## config.mk

```make
export PLATFORM = sky130hd
export DESIGN_NAME = tp_mem_pp
export DESIGN_NICKNAME = d
export VERILOG_FILES = /design/src/rtl/tp_mem_pp.sv
export SDC_FILE = /design/constraint.sdc
export NUM_CORES = 1
export LEC_CHECK = 0
export BUFFER_PORTS_ARGS = -buffer_cell sky130_fd_sc_hd__buf_4
export CAP_MARGIN = 20
export CORE_UTILIZATION = 65
export DETAILED_ROUTE_END_ITERATION = 16
export PLACE_DENSITY = 0.84
export SKIP_CTS_REPAIR_TIMING = 1
export SLEW_MARGIN = 20
export SYNTH_ARGS = -nofsm -noshare
export SYNTH_HDL_FRONTEND = slang
export SYNTH_SLANG_ARGS = --single-unit
```

## constraint.sdc

```tcl
create_clock -name i_clk -period 12.6 [get_ports i_clk]
set_clock_uncertainty 0.15 [all_clocks]
set_input_delay 2.52 -clock i_clk [delete_from_list [all_inputs] [get_ports i_clk]]
set_output_delay 2.52 -clock i_clk [all_outputs]
set_load 0.1 [all_outputs]
```

## src/rtl/tp_mem_pp.sv

```systemverilog
// tp_mem_pp: N x N block transpose, rows in and registered columns out.
// Optional TP_MEM_PINGPONG_EN selects two banks for full throughput.
module tp_mem_pp #(
  parameter int BW = 8,
  parameter int N  = 8
) (
  input  logic            i_clk,
  input  logic            i_Reset,
  input  logic [N*BW-1:0] i_data,
  input  logic            i_enable,
  output logic            o_busy,
  output logic [N*BW-1:0] o_data,
  output logic            o_valid,
  output logic            o_last
);

  localparam int LW = $clog2(N);
  localparam logic [LW-1:0] LAST   = LW'(N - 1);
  localparam logic [LW-1:0] PENULT = LW'(N - 2);

`ifdef TP_MEM_PINGPONG_EN
  localparam int NB = 2;
`else
  localparam int NB = 1;
`endif

  typedef enum logic {R_IDLE, R_OUT} rstate_e;

  rstate_e         state_q;
  logic [LW-1:0]   wr_row_q;
  logic [LW-1:0]   col_q;
  logic [LW-1:0]   nxt_col;
  logic [NB-1:0]   full_q;
  logic [NB-1:0]   full_d;
  logic            wr_bank;
  logic            rd_bank;
  logic            wr_fire;
  logic            wr_fill;
  logic            cont;
  logic            start;
  logic            emit;
  logic            last_emit;
  logic [N*BW-1:0] col_data;
  logic [BW-1:0]   mem_q [NB][N][N];

  assign wr_fire   = i_enable && !o_busy;
  assign wr_fill   = wr_fire && (wr_row_q == LAST);
  assign cont      = (state_q == R_OUT) && (col_q != LAST);
  assign start     = !cont && full_q[rd_bank];
  assign emit      = cont || start;
  assign last_emit = cont && (col_q == PENULT);
  assign nxt_col   = cont ? col_q + LW'(1) : '0;

`ifdef TP_MEM_PINGPONG_EN
  logic wr_bank_q;
  logic rd_bank_q;

  always_ff @(posedge i_clk or negedge i_Reset) begin
    if (!i_Reset) begin
      wr_bank_q <= 1'b0;
      rd_bank_q <= 1'b0;
    end else begin
      if (wr_fill)   wr_bank_q <= ~wr_bank_q;
      if (last_emit) rd_bank_q <= ~rd_bank_q;
    end
  end

  assign wr_bank = wr_bank_q;
  assign rd_bank = rd_bank_q;
  assign o_busy  = 1'b0;
`else
  assign wr_bank = 1'b0;
  assign rd_bank = 1'b0;
  // The single bank is locked from fill until its last column is out.
  assign o_busy  = full_q[0];
`endif

  always_comb begin
    full_d = full_q;
    if (last_emit) full_d[rd_bank] = 1'b0;
    if (wr_fill)   full_d[wr_bank] = 1'b1;
  end

  always_comb begin
    col_data = '0;
    for (int r = 0; r < N; r++) begin
      col_data[(N-1-r)*BW +: BW] = mem_q[rd_bank][r][nxt_col];
    end
  end

  always_ff @(posedge i_clk) begin
    if (wr_fire) begin
      for (int c = 0; c < N; c++) begin
        mem_q[wr_bank][wr_row_q][c] <= i_data[(N-1-c)*BW +: BW];
      end
    end
  end

  always_ff @(posedge i_clk or negedge i_Reset) begin
    if (!i_Reset) begin
      state_q  <= R_IDLE;
      col_q    <= '0;
      wr_row_q <= '0;
      full_q   <= '0;
      o_valid  <= 1'b0;
      o_last   <= 1'b0;
      o_data   <= '0;
    end else begin
      full_q <= full_d;
      if (wr_fire) wr_row_q <= wr_row_q + LW'(1);
      state_q <= emit ? R_OUT : R_IDLE;
      col_q   <= nxt_col;
      o_valid <= emit;
      o_last  <= last_emit;
      o_data  <= emit ? col_data : '0;
    end
  end

endmodule

```

==> impl_metrics.env <==
export IMPL_synth_ff_type="edfxtp_1"
export IMPL_ys_ff_latch=585
export IMPL_holdPathStages=1
export IMPL_yosys_warnings=0
export IMPL_synth_edf_count=512
export IMPL_slew_headroom_pct=33.1
export IMPL_grt_pass1_vias=12700
export IMPL_seq_area_um2=17200
export IMPL_initial_utilization_pct=65.8
export IMPL_ios=134
export IMPL_drv_slew=0
export IMPL_cts_sinks=585
export IMPL_status="finished, final reports clean"
export IMPL_die_area_um2=35700
export IMPL_crit_family="flip-flops"
export IMPL_insertedDiodeCount=0
export IMPL_grt_usage_pct=30.5
export IMPL_dr_first_iter_drc_count=1735
export IMPL_synth_seq_area_share_pct=75.8
export IMPL_fp_coreArea_um2=34500
export IMPL_hold_viol=0
export IMPL_async_reset_ff_share_pct=12.5
export IMPL_crit_end="o_busy"
export IMPL_reg2reg_slack_ns=8.72
export IMPL_cts_tree="done"
export IMPL_tightest_slew_ns=1.00
export IMPL_r2r_cells=5
export IMPL_period_minus_slack_ns=4.28
export IMPL_vias=12700
export IMPL_postRouteAntennaNets=0
export IMPL_die_width_um=189
export IMPL_crit_chain="buf_4"
export IMPL_syn_area_per_cell_um2=17.6
export IMPL_wl_um=53200
export IMPL_timing_rr_end="o_data[31]"
export IMPL_top_layer="met5"
export IMPL_rsz0062_at_grt="false"
export IMPL_syn_area_um2=22700
export IMPL_hp_class="reg -> reg"
export IMPL_cp_slowest_stage_delay_ns=0.65
export IMPL_clockBufferDepth=3
export IMPL_synth_distinct_cells=36
export IMPL_wl_per_cell_um=27.9
export IMPL_grt_overflow=0
export IMPL_worstSetupEndpointType="output port"
export IMPL_crit_path_start_kind="flip-flop"
export IMPL_clock_root_buffer="clkbuf_16"
export IMPL_grt_max_degree=81
export IMPL_fin_crit_sh_pct=34.0
export IMPL_clk_pin_slew_ns=0.07
export IMPL_clock_fmax_ghz=0.234
export IMPL_fin_nets=1479
export IMPL_die_h_um=189
export IMPL_finalSetupViolations=0
export IMPL_worstHoldStart="col_q[2]"
export IMPL_grt_antenna_before_repair=3
export IMPL_cts_inserted_buffers=55
export IMPL_syn_inst=1286
export IMPL_worstPathRequired_ns=9.93
export IMPL_tns_ns=0
export IMPL_cp_depth=1
export IMPL_grt_first_pass_wirelength_um=78900
export IMPL_vias_per_cell=6.65
export IMPL_worst_path_max_fanout=11
export IMPL_critical_path_class="reg -> out"
export IMPL_dr_pass1_iters=5
export IMPL_insertion_delay_ns=0.59
export IMPL_drt_met1_wl_um=20000
export IMPL_synth_nets=1358
export IMPL_crit_buf_inv=1
export IMPL_r2r_start="col_q[0]"
export IMPL_gp_congestion=0.844
export IMPL_drc=0
export IMPL_fillers=1872
export IMPL_cap_viol_max_count=0
export IMPL_met3_length_um=6680
export IMPL_place_hpwl_um=28900
export IMPL_multi_input_area_um2=5050
export IMPL_rows=68
export IMPL_cp_startpoint="o_busy"
export IMPL_cts_max_level=2
export IMPL_drive_gt1_share_pct=21.7
export IMPL_worst_path_max_delay_cell="dfrtp_1"
export IMPL_syn_to_final_growth_pct=13.8
export IMPL_wl_met2_um=25000
export IMPL_arrival_ns=1.61
export IMPL_port_buffers=133
[worst min path at each step]
stage,endpoint,slack [ns]
6_report,o_last,0.43
3_5_place_dp,o_last,0.42
2_1_floorplan,wr_row_q[0],0.36
3_3_place_gp,o_last,0.40
4_1_cts,o_last,0.43
5_1_grt,o_last,0.45
[flip-flops by register name, summed over array words and instances, names as in the netlist]
signal    count
mem_q       512
o_data       64
o_busy        1
o_valid       1
wr_row_q      3
col_q         3
o_last        1
[cell families after synthesis]
logic type	count (synthesis)	synth area share, %
buffers and inverters	90	2.23
multiplexers	131	9.27
AO/OA/AOI/OAI	195	6.43
AND/OR/NAND/NOR	279	5.93
XOR/XNOR	1	0.0386
adder cells (fa/ha/maj)	5	0.276
flip-flops	585	75.8
[cells in the mapped netlist (2+ instances only)]
cell type | count | area share [%]
dfrtp_1 | 73 | 8.1
nor2_1 | 129 | 2.1
a211o_1 | 62 | 2.4
nand2_1 | 2 | 0.033
mux4_2 | 63 | 6.3
mux2_2 | 3 | 0.15
buf_4 | 5 | 0.17
nor3_1 | 68 | 1.5
buf_2 | 30 | 0.66
nor4_1 | 3 | 0.083
buf_6 | 4 | 0.20
edfxtp_1 | 512 | 68
nand2b_1 | 67 | 1.8
and2_1 | 2 | 0.055
clkbuf_1 | 39 | 0.65
o21ai_0 | 64 | 1.4
buf_12 | 5 | 0.44
ha_1 | 5 | 0.28
buf_1 | 5 | 0.083
a22o_1 | 64 | 2.5
a21oi_1 | 2 | 0.044
mux2i_1 | 65 | 2.9
[cell type report]
type	instances	area share, %
flip-flops and latches	585	66.7
multi-input cells	611	19.6
clock buffers	68	5.64
repair buffers	152	4.42
well taps	455	2.21
clock inverters	31	1.47
inverters	2	0.0485
[layer usage]
| layer | GRT usage [%] | up-vias |
|---|---|---|
| li1 | - | 5264 |
| met1 | 44.3 | 6395 |
| met2 | 45.9 | 867 |
| met3 | 8.29 | 128 |
| met4 | 9.34 | 6 |
| met5 | 0 | - |
[cells in the final DEF (no fill, tap or decap), types with 2 or more instances in the layout]
cell type / instances
a211o_1: 62
a21oi_1: 2
a22o_1: 64
and2_4: 2
buf_4: 152
bufinv_16: 9
clkbuf_1: 10
clkbuf_16: 55
clkbuf_8: 3
clkinv_1: 10
clkinv_2: 9
dfrtp_1: 72
edfxtp_1: 512
ha_1: 4
inv_6: 2
mux2_2: 3
mux2i_1: 65
mux4_2: 63
nand2_1: 2
nand2b_1: 66
nor2_1: 127
nor2_4: 2
nor3_1: 64
nor3_2: 4
nor4_2: 2
o21ai_0: 64
[metrics by stage]
stage	std cells	hold slack [ns]	utilization, %	area (um2)	setup WS, ns
after floorplan	1286	0.359	-	22700	3.16
after global placement	1805	0.401	69.6	24000	8.01
after detailed placement	1805	0.415	69.6	24000	7.89
after CTS	1904	0.426	74.9	25800	8.34
after global routing	1904	0.453	74.9	25800	8.30
final	1904	0.430	74.9	25800	8.32
Power is not shown: default switching activity piles up to over one toggle a cycle in this logic, so the estimate is an artifact.
